--- config.mk ---
export PLATFORM = sky130hd
export DESIGN_NAME = matmul_result_store
export DESIGN_NICKNAME = d
export VERILOG_FILES = /design/src/rtl/matmul_result_store.sv
export SDC_FILE = /design/constraint.sdc
export NUM_CORES = 1
export LEC_CHECK = 0
export ABC_AREA = 1
export CORE_ASPECT_RATIO = 1.25
export CORE_UTILIZATION = 45
export DETAILED_ROUTE_END_ITERATION = 16
export PLACE_DENSITY_LB_ADDON = 0.2
export SLEW_MARGIN = 20
export SYNTH_ARGS = -nofsm -noshare
export SYNTH_HDL_FRONTEND = slang
export SYNTH_SLANG_ARGS = --single-unit
export TNS_END_PERCENT = 5
--- constraint.sdc ---
create_clock -name clk_i -period 2.2 [get_ports clk_i]
set_input_delay 0.44 -clock clk_i [delete_from_list [all_inputs] [get_ports clk_i]]
set_output_delay 0.44 -clock clk_i [all_outputs]
set_load 0.1 [all_outputs]
--- src/rtl/matmul_result_store.sv ---
// rtl/matmul_result_store.sv - scratchpad capture/readback of systolic multiplier results
// Optional feature macro: OVF_STICKY_EN (overflow flags accumulate across captures)
module matmul_result_store #(
  parameter int DATA_WIDTH  = 8,
  parameter int BUS_WIDTH   = 16,
  parameter int SP_NTARGETS = 4,
  localparam int MAX_DIM    = BUS_WIDTH / DATA_WIDTH,
  localparam int NFLAG      = MAX_DIM * MAX_DIM,
  localparam int MAT_W      = NFLAG * BUS_WIDTH,
  localparam int SLOT_W     = $clog2(SP_NTARGETS),
  localparam int IDX_W      = (MAX_DIM > 1) ? $clog2(MAX_DIM) : 1
) (
  input  logic                   clk_i,
  input  logic                   rst_ni,
  input  logic                   finish_mul_i,
  input  logic [MAT_W-1:0]       c_matrix_i,
  input  logic [NFLAG-1:0]       flags_i,
  input  logic [SLOT_W-1:0]      wr_target_i,
  input  logic [SLOT_W-1:0]      rd_target_i,
  input  logic                   clear_i,
  input  logic                   rd_en_i,
  input  logic [SLOT_W-1:0]      rd_slot_i,
  input  logic [IDX_W-1:0]       rd_row_i,
  input  logic [IDX_W-1:0]       rd_col_i,
  output logic [BUS_WIDTH-1:0]   rd_data_o,
  output logic                   rd_valid_o,
  output logic [MAT_W-1:0]       c_matrix_o,
  output logic [NFLAG-1:0]       flags_o,
  output logic                   finish_write_o,
  output logic [SP_NTARGETS-1:0] slot_valid_o
);

  typedef enum logic {IDLE, HOLD} state_e;

  state_e                 state_q, state_d;
  logic                   fin_q;
  logic                   capture;
  logic [MAT_W-1:0]       slot_q [SP_NTARGETS];
  logic [MAT_W-1:0]       slot_d [SP_NTARGETS];
  logic [SP_NTARGETS-1:0] valid_q, valid_d;
  logic [NFLAG-1:0]       flags_q, flags_d, flags_base;
  logic [BUS_WIDTH-1:0]   rd_data_q, rd_data_d, rd_elem;
  logic                   rd_valid_q, rd_valid_d;

  // FSM state register
  always_ff @(posedge clk_i or negedge rst_ni) begin
    if (!rst_ni) state_q <= IDLE;
    else         state_q <= state_d;
  end

  // Next state: one capture per finish_mul_i high period, wait in HOLD for it to drop
  always_comb begin
    state_d = state_q;
    case (state_q)
      IDLE: if (finish_mul_i && !fin_q) state_d = HOLD;
      HOLD: if (!finish_mul_i)          state_d = IDLE;
    endcase
  end

  // FSM outputs: capture strobe on the finish rise, write-done held through HOLD
  always_comb begin
    capture        = 1'b0;
    finish_write_o = 1'b0;
    case (state_q)
      IDLE: capture        = finish_mul_i && !fin_q;
      HOLD: finish_write_o = 1'b1;
    endcase
  end

  // Storage update: clear first, then the capture sets its own valid bit and flags
  always_comb begin
    slot_d     = slot_q;
    valid_d    = clear_i ? '0 : valid_q;
    flags_base = clear_i ? '0 : flags_q;
    flags_d    = flags_base;
    if (capture) begin
      slot_d[wr_target_i]  = c_matrix_i;
      valid_d[wr_target_i] = 1'b1;
`ifdef OVF_STICKY_EN
      flags_d = flags_base | flags_i;
`else
      flags_d = flags_i;
`endif
    end
  end

  // Element read from pre-update contents; invalid slot or out-of-range index reads 0
  always_comb begin
    rd_elem = '0;
    for (int r = 0; r < MAX_DIM; r++) begin
      for (int c = 0; c < MAX_DIM; c++) begin
        if (int'(rd_row_i) == r && int'(rd_col_i) == c)
          rd_elem = slot_q[rd_slot_i][(c*MAX_DIM+r)*BUS_WIDTH +: BUS_WIDTH];
      end
    end
    rd_valid_d = rd_en_i;
    rd_data_d  = rd_data_q;
    if (rd_en_i) rd_data_d = valid_q[rd_slot_i] ? rd_elem : '0;
  end

  // Datapath registers: edge detect, slots, valid bits, flags, read port
  always_ff @(posedge clk_i or negedge rst_ni) begin
    if (!rst_ni) begin
      fin_q      <= 1'b0;
      slot_q     <= '{default: '0};
      valid_q    <= '0;
      flags_q    <= '0;
      rd_data_q  <= '0;
      rd_valid_q <= 1'b0;
    end else begin
      fin_q      <= finish_mul_i;
      slot_q     <= slot_d;
      valid_q    <= valid_d;
      flags_q    <= flags_d;
      rd_data_q  <= rd_data_d;
      rd_valid_q <= rd_valid_d;
    end
  end

  assign rd_data_o    = rd_data_q;
  assign rd_valid_o   = rd_valid_q;
  assign flags_o      = flags_q;
  assign slot_valid_o = valid_q;
  assign c_matrix_o   = valid_q[rd_target_i] ? slot_q[rd_target_i] : '0;

endmodule

==> results.md <==
* Outcome: finished with violations
* Failing checks: setup timing
* Wire length per cell at 18.11 um
* WL final at 49300 um
* Antenna Cells at 0
* Cts bufs inserted at 31
* Flop pwr share at between 40% and 50%
* Detailed-route via count at roughly 15000
* Final worst setup slack at -0.3145 ns
* Worst Path Required at 1.76 ns
* Number of failing hold endpoints at the final stage at 0
* Netlist cell types at 23
* Final setup vio count at 80
* Starting density of the core at about 46%
* Leading area contributor after synthesis: dfrtp_1
* Clock power share at 28.6%
* Post-placement setup slack at -0.1012 ns
* Vias in the first global route at ~14000
* Net Sw Frac at a little over a third
* Synth Instances at ~2100
* Core Area at between 0.03 and 0.04 mm2
* Crit Path Category: reg2out
* Via density at between 5 and 6
* Yosys top cell area share at between 40% and 50%
* CTS tree: yes
* GP Congestion at roughly 0.85
* WP data arrival at ~2.1 ns
* Synthesized area at approximately 0.015 mm2
* Psw at between 6 and 7 mW
* Pwr Density at between 800 and 900 mW/mm2
* Ratio of cells with drive above 1 in the final layout at between 10% and 20%
* Peak supply drop at approximately 0.00057 V
* Seq/Total Area, Yosys at 45.77%
* Commonest cells after routing, fill and taps aside: nand2_1, o21ai_0, dfrtp_1
* WHS at ~0.38 ns
* Finished Layout Cells at ~2700
* Post-DP HPWL at 33050 um
* Slew @ Worst Pin at 0.6468 ns
* Post-Route Setup TNS at -19.53 ns
* DRC at 0
* Clock buffer depth at 3
* Fin crit period at roughly 2.5 ns
* Chip width at 167.9 um
* Critical Path Fanout Max at 14
* First-pass GRT wire length at just under 80000 um
* Flop and latch count out of synthesis at between 200 and 300
* Area of the multi-input gates at 0.006950 mm2
* I/O Pins at 171
* GRT Util Overall at around 28%
* Root Driver: clkbuf_16
* Nets@finish at 2357
* Final antenna-violating net count at 0
* Largest net degree at the start of global routing at 65
* Filler Cells Inserted at approximately 3000
* Max-Cap Viols at 0
* Row Count at 75
* Combinational power share at between 20% and 30%
* Fmax at 397.7 MHz
* Static Leakage at a little over 9 nW
* Worst Hold Class: in2reg
* Mapped Avg Cell Area at 7.313 um2
* Initial antenna violation count at 0
* First-pass DRT Iterations at 6
* RSZ-0062 raised after global routing: yes
* Cell Int Power at between 10 and 15 mW
* Placed insts at around 2700
* IO buf count at between 150 and 200
* Total chip power at 17.50 mW
* Synthesis Warnings at 0
* Crit share post-route at 114.3%
* Maximum clock skew at final layout at 0.02841 ns
* Area added between synthesis and finish at 30.05%
* Top cells by area, synth: dfrtp_1, nand2_1, o21ai_0
* Sink Count at between 200 and 300
* Crit end category: primary output
* Die ar. at 0.03514 mm2
* CP Launch Type: flip-flop
* Grt ovf at 0
* Post-Syn Nets at approximately 2200
* Htree depth at 1
* Worst-skew pair later-pin latency at between 0.5 and 0.6 ns
* Seq. cell area at a little over 0.007 mm2
* Relative max-transition margin at between 50% and 60%
* Commonest non-fill, non-tap cell in the layout: nand2_1
* Chip height at between 200 and 250 um
* DRT iter0 DRCs at around 1500
* Fin. max-slew vios at 0
* Clk pin slew, worst setup/hold paths at approximately 0.060 ns
==> Yosys cell counts, drive strengths merged <==
cell    instances
o21ai         460
clkinv          1
o211ai          7
o22ai          33
dfrtp         283
inv           183
buf           109
nand3         102
nand2         654
a21boi          1
a21oi          65
nor2          175
nor3            1
clkbuf         42
==> power by group through the flow <==
stage | registers [mW] | logic (mW) | clock network, mW
finish | 7.28 | 5.22 | 5.00
global route | 7.42 | 5.74 | 5.25
CTS | 7.24 | 5.22 | 5.06
detailed placement | 7.32 | 5.11 | 0
global placement | 7.28 | 5.00 | 0
floorplan | 7.38 | 3.20 | 0
==> final timing paths <==
kind,slack [ns],cells past startpoint,end,from
worst min register to register,0.48,2,slot_q[174],slot_q[174]
worst max register to register,-0.16,18,rd_data_o[1],slot_valid_o[1]
max in group asynchronous,1.05,3,slot_q[217],rst_ni
worst max-delay path,-0.31,9,c_matrix_o[32],slot_valid_o[1]
worst min-delay path,0.38,1,fin_q,finish_mul_i
min in group asynchronous,0.41,2,slot_q[11],rst_ni
==> cells by family after synthesis <==
| family | Yosys count | synth area share, % |
|---|---|---|
| compound gates | 566 | 19.89 |
| buf+inv | 335 | 10.73 |
| flops | 283 | 45.77 |
| simple gates | 932 | 23.61 |
==> state kept, by name, indices dropped and copies added, names as in the netlist <==
register	flops
fin_q	1
flags_o	4
rd_data_o	16
rd_valid_o	1
slot_q	256
slot_valid_o	4
state_q	1
==> critical path: stages (launching register included) <==
cell	delay, ns
dfrtp_4	0.48
inv_2	0.07
o21ai_2	0.05
a21oi_2	0.15
a21oi_4	0.06
buf_12	0.17
buf_12	0.16
nand2_2	0.08
clkinvlp_4	0.10
buf_12	0.17
==> per-stage QoR <==
step,instance area [um2],utilization (%)
2_1_floorplan,15720,-
3_3_place_gp,18860,55.97
3_5_place_dp,18860,55.97
4_1_cts,20110,59.71
5_1_grt,20120,59.73
6_report,20120,59.73
==> final cells by class <==
| class | instances | share of cell area [%] |
|---|---|---|
| Clock buffer | 47 | 4.551 |
| Clock inverter | 10 | 0.2798 |
| Inverter | 184 | 4.638 |
| Multi-Input combinational cell | 1498 | 34.54 |
| Sequential cell | 283 | 35.24 |
| Tap cell | 423 | 2.630 |
| Timing Repair Buffer | 278 | 18.12 |
==> routing by layer <==
layer | track usage [%] | share of wire, %
met5 | 0 | 0
met4 | 10.60 | 3.3
met3 | 3.753 | 7.4
met2 | 46.65 | 47
met1 | 38.28 | 42
==> timing repair <==
| item | CTS | global route |
|---|---|---|
| gates resized for setup | 69 | 3 |
| hold buffers | 1 | 0 |
| hold endpoints to repair | 55 | 0 |
| setup endpoints to repair | 64 | 80 |
| buffers inserted | 10 | 0 |
No activity file was read; power rests on OpenSTA's default activity.
